[src/rtl/d2_uop_queue_if.sv]
// Uop stream bundle shared by the d2 -> queue and queue -> rename sides.
// The master drives valid and the uop fields; the slave drives ready.
interface d2_uop_queue_if;
  logic        valid;
  logic        ready;
  logic [31:0] uop;
  logic        eoi;
  logic [4:0]  dr;
  logic [4:0]  sr1;
  logic [4:0]  sr2;
  logic [31:0] imm;
  logic        use_imm;
  logic [31:0] pc;
  logic        exception;

  modport master (
    output valid, uop, eoi, dr, sr1, sr2, imm, use_imm, pc, exception,
    input  ready
  );

  modport slave (
    input  valid, uop, eoi, dr, sr1, sr2, imm, use_imm, pc, exception,
    output ready
  );
endinterface

[src/rtl/d2_uop_queue.sv]
// Micro-op buffer between d2 decode and rename. Holds uops in order and only
// releases the head once its whole instruction (through eoi) is buffered, so
// rename never observes a partial multi-uop instruction.
module d2_uop_queue #(
  parameter int DEPTH = 8,
  parameter int PTR_W = 3
) (
  input  logic               clk,
  input  logic               rst,
  input  logic               flush,
  d2_uop_queue_if.slave      in_if,
  d2_uop_queue_if.master     out_if,
  output logic [PTR_W:0]     count
);

  localparam int ENT_W = 114;
  localparam logic [PTR_W:0] FULL = (PTR_W + 1)'(DEPTH);

  logic [ENT_W-1:0] mem [DEPTH];
  logic [PTR_W-1:0] head;
  logic [PTR_W-1:0] tail;
  logic [PTR_W:0]   inst_cnt;

  logic             push;
  logic             pop;
  logic             stored_eoi;
  logic             head_eoi;
  logic [ENT_W-1:0] wr_data;

  // An excepting uop always closes its instruction so it can never strand
  // the head waiting for an eoi that will not come.
  assign stored_eoi = in_if.eoi | in_if.exception;

  assign wr_data = {in_if.uop, stored_eoi, in_if.dr, in_if.sr1, in_if.sr2,
                    in_if.imm, in_if.use_imm, in_if.pc, in_if.exception};

  // Ready depends on state only; a full queue stalls d2 even while popping.
  assign in_if.ready = (count != FULL);

  // The full override keeps a stream that never sends eoi from deadlocking.
  assign out_if.valid = (count != '0) && ((inst_cnt != '0) || (count == FULL));

  assign push = in_if.valid & in_if.ready;
  assign pop  = out_if.valid & out_if.ready;

  // Zero-latency head read.
  assign {out_if.uop, out_if.eoi, out_if.dr, out_if.sr1, out_if.sr2,
          out_if.imm, out_if.use_imm, out_if.pc, out_if.exception} = mem[head];

  assign head_eoi = mem[head][81];

  // Entry storage: written at the tail on an accepted push, cleared by reset.
  always_ff @(posedge clk or negedge rst) begin
    if (!rst) begin
      for (int i = 0; i < DEPTH; i++) begin
        mem[i] <= '0;
      end
    end else if (push && !flush) begin
      mem[tail] <= wr_data;
    end
  end

  // Pointers and occupancy; flush wins over any push or pop in the same cycle.
  always_ff @(posedge clk or negedge rst) begin
    if (!rst) begin
      head  <= '0;
      tail  <= '0;
      count <= '0;
    end else if (flush) begin
      head  <= '0;
      tail  <= '0;
      count <= '0;
    end else begin
      if (push) begin
        tail <= tail + 1'b1;
      end
      if (pop) begin
        head <= head + 1'b1;
      end
      if (push && !pop) begin
        count <= count + 1'b1;
      end else if (pop && !push) begin
        count <= count - 1'b1;
      end
    end
  end

  // Number of complete instructions held, tracked by eoi entries in and out.
  always_ff @(posedge clk or negedge rst) begin
    if (!rst) begin
      inst_cnt <= '0;
    end else if (flush) begin
      inst_cnt <= '0;
    end else begin
      if ((push && stored_eoi) && !(pop && head_eoi)) begin
        inst_cnt <= inst_cnt + 1'b1;
      end else if ((pop && head_eoi) && !(push && stored_eoi)) begin
        inst_cnt <= inst_cnt - 1'b1;
      end
    end
  end

endmodule

[src/flat_wrapper.sv]
// flat-port wrapper written by rule: the top's interface ports become plain ports
module d2_uop_queue_flat 
#(
  parameter int DEPTH = 8,
  parameter int PTR_W = 3
)
  (clk, rst, flush, count, in_if_valid, in_if_uop, in_if_eoi, in_if_dr, in_if_sr1, in_if_sr2, in_if_imm, in_if_use_imm, in_if_pc, in_if_exception, in_if_ready, out_if_valid, out_if_uop, out_if_eoi, out_if_dr, out_if_sr1, out_if_sr2, out_if_imm, out_if_use_imm, out_if_pc, out_if_exception, out_if_ready);
  d2_uop_queue_if in_if_i ();
  d2_uop_queue_if out_if_i ();
  input  logic clk;
  input  logic rst;
  input  logic flush;
  output logic [PTR_W:0] count;
  input wire logic [$bits(in_if_i.valid)-1:0] in_if_valid;
  input wire logic [$bits(in_if_i.uop)-1:0] in_if_uop;
  input wire logic [$bits(in_if_i.eoi)-1:0] in_if_eoi;
  input wire logic [$bits(in_if_i.dr)-1:0] in_if_dr;
  input wire logic [$bits(in_if_i.sr1)-1:0] in_if_sr1;
  input wire logic [$bits(in_if_i.sr2)-1:0] in_if_sr2;
  input wire logic [$bits(in_if_i.imm)-1:0] in_if_imm;
  input wire logic [$bits(in_if_i.use_imm)-1:0] in_if_use_imm;
  input wire logic [$bits(in_if_i.pc)-1:0] in_if_pc;
  input wire logic [$bits(in_if_i.exception)-1:0] in_if_exception;
  output wire logic [$bits(in_if_i.ready)-1:0] in_if_ready;
  output wire logic [$bits(out_if_i.valid)-1:0] out_if_valid;
  output wire logic [$bits(out_if_i.uop)-1:0] out_if_uop;
  output wire logic [$bits(out_if_i.eoi)-1:0] out_if_eoi;
  output wire logic [$bits(out_if_i.dr)-1:0] out_if_dr;
  output wire logic [$bits(out_if_i.sr1)-1:0] out_if_sr1;
  output wire logic [$bits(out_if_i.sr2)-1:0] out_if_sr2;
  output wire logic [$bits(out_if_i.imm)-1:0] out_if_imm;
  output wire logic [$bits(out_if_i.use_imm)-1:0] out_if_use_imm;
  output wire logic [$bits(out_if_i.pc)-1:0] out_if_pc;
  output wire logic [$bits(out_if_i.exception)-1:0] out_if_exception;
  input wire logic [$bits(out_if_i.ready)-1:0] out_if_ready;
  assign in_if_i.valid = in_if_valid;
  assign in_if_i.uop = in_if_uop;
  assign in_if_i.eoi = in_if_eoi;
  assign in_if_i.dr = in_if_dr;
  assign in_if_i.sr1 = in_if_sr1;
  assign in_if_i.sr2 = in_if_sr2;
  assign in_if_i.imm = in_if_imm;
  assign in_if_i.use_imm = in_if_use_imm;
  assign in_if_i.pc = in_if_pc;
  assign in_if_i.exception = in_if_exception;
  assign in_if_ready = in_if_i.ready;
  assign out_if_valid = out_if_i.valid;
  assign out_if_uop = out_if_i.uop;
  assign out_if_eoi = out_if_i.eoi;
  assign out_if_dr = out_if_i.dr;
  assign out_if_sr1 = out_if_i.sr1;
  assign out_if_sr2 = out_if_i.sr2;
  assign out_if_imm = out_if_i.imm;
  assign out_if_use_imm = out_if_i.use_imm;
  assign out_if_pc = out_if_i.pc;
  assign out_if_exception = out_if_i.exception;
  assign out_if_i.ready = out_if_ready;
  d2_uop_queue #(.DEPTH(DEPTH), .PTR_W(PTR_W)) u_core (.clk(clk), .rst(rst), .flush(flush), .in_if(in_if_i), .out_if(out_if_i), .count(count));
endmodule
[config.mk]
export PLATFORM = sky130hd
export DESIGN_NAME = d2_uop_queue_flat
export DESIGN_NICKNAME = d
export VERILOG_FILES = /design/src/rtl/d2_uop_queue_if.sv /design/src/rtl/d2_uop_queue.sv /design/src/flat_wrapper.sv
export SDC_FILE = /design/constraint.sdc
export NUM_CORES = 1
export LEC_CHECK = 0
export BUFFER_PORTS_ARGS = -buffer_cell sky130_fd_sc_hd__buf_2
export CAP_MARGIN = 20
export CORE_MARGIN = 10
export CORE_UTILIZATION = 55
export CTS_BUF_LIST = sky130_fd_sc_hd__clkbuf_2
export DETAILED_ROUTE_END_ITERATION = 10
export GPL_ROUTABILITY_DRIVEN = 0
export MAX_ROUTING_LAYER = met4
export PLACE_DENSITY = 0.82
export SETUP_SLACK_MARGIN = 0.2
export SLEW_MARGIN = 30
export SYNTH_ARGS = -nofsm -noshare
export SYNTH_HDL_FRONTEND = slang
export SYNTH_SLANG_ARGS = --single-unit
export TNS_END_PERCENT = 100
[constraint.sdc]
create_clock -name clk -period 2.9 [get_ports clk]
set_input_delay 0.145 -clock clk [delete_from_list [all_inputs] [get_ports clk]]
set_output_delay 0.145 -clock clk [all_outputs]
set_load 0.1 [all_outputs]
==> metrics.md <==
| Metric | Value |
|---|---|
| CP max stage delay | 0.55 ns |
| Syn Area/Cell | 17.1 um^2 |
| Sequential power share | 31.6% |
| Area of the multi-input gates | 0.0183 mm^2 |
| Worst-path clk slew | 0.11 ns |
| Fmax | 275 MHz |
| Worst r2r dst | u_core.inst_cnt[3]$_DFFE_PN0P_ |
| PnR worst setup slack | -0.739 ns |
| CP max stage cell | dfrtp_4 |
| Crit. Startpoint | u_core.head[0]$_DFFE_PN0P_ |
| Synth area leader | dfrtp_1 |
| Critical path arrival | 3.49 ns |
| Largest family of logic cells by synthesized area | multiplexers |
| Sequential element share of the synthesized area | 55.7% |
| #FFs+latches synth | 926 |
| Unrepaired setup endpoints after global routing | true |
| # DRC | 0 |
| Hold WS | 0.204 ns |
| P_leak | 25.3 nW |
| Initial Util | 55.7% |
| Worst-Margin Slew | 0.937 ns |
| Clk network pwr share | 14.8% |
| Gate Count Post-Synth | 2441 |
| Die area | 0.0871 mm^2 |
| Commonest cells post-synth | mux2_2, dfrtp_1, mux4_2 |
| Slew Limit Fails | 0 |
| DIE HEIGHT | 295 um |
| Max-Cap Viols | 0 |
| DR vias | 25800 |
| Hold Startpoint | in_if_dr[3] |
| Logic pwr share | 53.5% |
| IO Count | 239 |
| R2R Path Start | u_core.head[0]$_DFFE_PN0P_ |
| GRT overflow | 0 |
| Final Hold Viols | 0 |
| R2R Setup Slk | -0.49 ns |
| 1st-pass router iterations | 5 |
| CTS Sinks | 926 |
| Initial antenna violation count | 9 |
| Net Sw Frac | 42.7% |
| Failing checks | setup timing |
| Mux share of post-synthesis cell area | 40.5% |
| CTS tree | done |
| DIE WIDTH | 295 um |
| PwrDens | 1070 mW/mm^2 |
| Number of synthesized flops with an enable pin | 0 |
| Vias in the first global route | 29000 |
| Post-synthesis async set-or-reset flop share | 100% |
| Largest net degree at the start of global routing | 99 |
| Syn_nets | 2568 |
| Synth Cell Area | 0.0416 mm^2 |
| CTS Buf Count | 227 |
| Tcrit/Tclk final | 125% |
| Synth area leaders | dfrtp_1, mux2_2, mux4_2, mux2_4, buf_2 |
| First-pass GRT wire length | 171000 um |
| Dpl hpwl | 57700 um |
| Fin Clk Skew | 0.0849 ns |
| IO Port Bufs | 238 |
| CP required | 2.76 ns |
| CTS H-Tree Depth | 4 |
| Synth Area in Simple Gates | 0.763% |
| Remaining antenna violation count | 0 |
| Layout cells sized above 1 | 61.7% |
| NetSw | 0.0242 W |
| WL/cell | 26.6 um |
| CP dominant cell by count | buf_12 |
| Register-to-Register Path Depth | 13 |
| Clk Latency, worst-skew pair | 1.47 ns |
| Max Buffers Root-to-Sink | 3 |
| Critical-path cell list | buf_12 > buf_12 > buf_16 > buf_12 > mux4_2 > mux2_4 > buf_12 |
| Drt via density | 6.00 |
| Layout area overhead | 27.1% |
| Status | complete, but fails checks |
| Worst Hold Class | in2reg |
| Fillers | 4560 |
| Initial detailed-routing violation count | 1568 |
| Tot Pwr | 0.0568 W |
| Fin nets | 3304 |
| Ys Warns | 0 |
| Area share of the largest cell type after synthesis | 55.7% |
| Top-count cell post-synth | mux2_2 |
| Internal Dissipation | 0.0326 W |
| Synth Area in XOR/XNOR | 0.147% |
| Ys flop type | dfrtp_1 |
| Setup CP Type | reg2out |
| Fin crit period | 3.64 ns |
| Routed WL | 114000 um |
| CTS Root Cell | clkbuf_2 |
| Max_slew headroom | 37.6% |
| Post-synthesis compound-gate area fraction | 0.379% |
| Core Box Area | 0.0747 mm^2 |
| Final Setup Violations | 118 |
| Hold Path End | u_core.mem[877]$_DFFE_PN0P_ |
| Startpoint types | flop |
| Cells on Worst Hold Path | 4 |
| Peak VDD IR | 1.26 mV |
| Total GRT Usage | 26.4% |
| Post-Synth Adder-Cell Area | 0.277% |
| Netlist cell types | 41 |
| Worst-path maximum fanout | 8 |
| Register area | 0.0232 mm^2 |
| Rows | 100 |
| Crit end category | output pin |
cell type report:
| cell class | count | area share [%] |
|---|---|---|
| Antenna cell | 10 | 0.0473 |
| Clock buffer | 317 | 3.00 |
| Multi-Input combinational cell | 1341 | 34.6 |
| Tap cell | 969 | 2.29 |
| Sequential cell | 926 | 43.9 |
| Clock inverter | 55 | 0.624 |
| Inverter | 6 | 0.0426 |
| Timing Repair Buffer | 675 | 15.5 |
worst max path at each step:
stage                                           endpoint  slack, ns  depth (start not counted)
after floorplan           u_core.inst_cnt[3]$_DFFE_PN0P_      -0.22                          9
after global placement    u_core.inst_cnt[3]$_DFFE_PN0P_      0.009                          9
after detailed placement  u_core.inst_cnt[3]$_DFFE_PN0P_      -0.03                          9
after CTS                                  out_if_sr1[2]      -0.86                          6
after global routing                      out_if_uop[29]      -0.90                          7
final                                     out_if_uop[29]      -0.74                          7
timing repair:
item	in CTS	in global routing
resized for setup	469	108
endpoints found under the setup margin	118	326
hold buffers	244	0
hold endpoints to repair	1852	0
buffers inserted	37	36
pin swaps	7	6
cloned	26	13
layout by cell type (no fill, tap or decap), drive strengths merged, types with 3 or more instances in the layout:
cell type / count
a21oi: 6
buf: 417
clkbuf: 330
clkinv: 45
dfrtp: 926
diode: 10
dlygate4sd3: 243
ha: 6
inv: 13
mux2: 1020
mux2i: 4
mux4: 228
nand2: 12
nand4: 3
nor2: 15
nor2b: 3
nor3: 5
o21ai: 9
xnor2: 5
flip-flops by register name, indices dropped and copies added, names as in the netlist:
signal,count
u_core.mem,912
u_core.count,4
u_core.head,3
u_core.tail,3
u_core.inst_cnt,4
critical path, delay by kind of cell, from the launching register on:
| kind | cells | cell delay (ns) |
|---|---|---|
| muxes | 2 | 0.77 |
| buffers and inverters | 5 | 0.76 |
| DFF | 1 | 0.55 |
stage by stage:
stage | cells | instance area (um^2) | util, % | TNS (ns) | setup slack, ns
floorplan | 2441 | 42100 | - | -0.414 | -0.224
global placement | 3561 | 44600 | 59.7 | 0 | 0.00907
detailed placement | 3561 | 44600 | 59.7 | -0.0283 | -0.0283
CTS | 4240 | 51800 | 69.3 | -89.75 | -0.856
global route | 4299 | 52900 | 70.8 | -92.80 | -0.899
finish | 4299 | 52900 | 70.8 | -72.58 | -0.739
power groups by stage:
| stage | registers [W] | clock network [W] | logic (W) |
|---|---|---|---|
| final | 0.0180 | 0.00843 | 0.0304 |
| after detailed placement | 0.0181 | 0 | 0.0229 |
| after CTS | 0.0178 | 0.00855 | 0.0293 |
| after global routing | 0.0183 | 0.00936 | 0.0315 |
| after global placement | 0.0177 | 0 | 0.0225 |
| after floorplan | 0.0175 | 0 | 0.0189 |
per-layer routing:
metal	routed length, um	share of wire (%)	up-vias	track usage [%]
li1	-	-	10800	-
met1	45000	39	13900	30.9
met2	59500	52	877	44.5
met3	6360	5.6	234	5.51
met4	3470	3.0	0	9.86
met5	0	0	-	-
logic make-up (layout without fill, tap and decap cells):
group                      Yosys count  count (layout)
and+or+nand+nor                     51              51
muxes                             1252            1252
DFF                                926             926
adders and majority gates            8               8
AOI/OAI and AO/OA                   23              23
other                                0              10
xor gates and xnor gates             7               7
buffers and inverters              174            1053
Note: power is estimated with default switching activity, not from simulation.
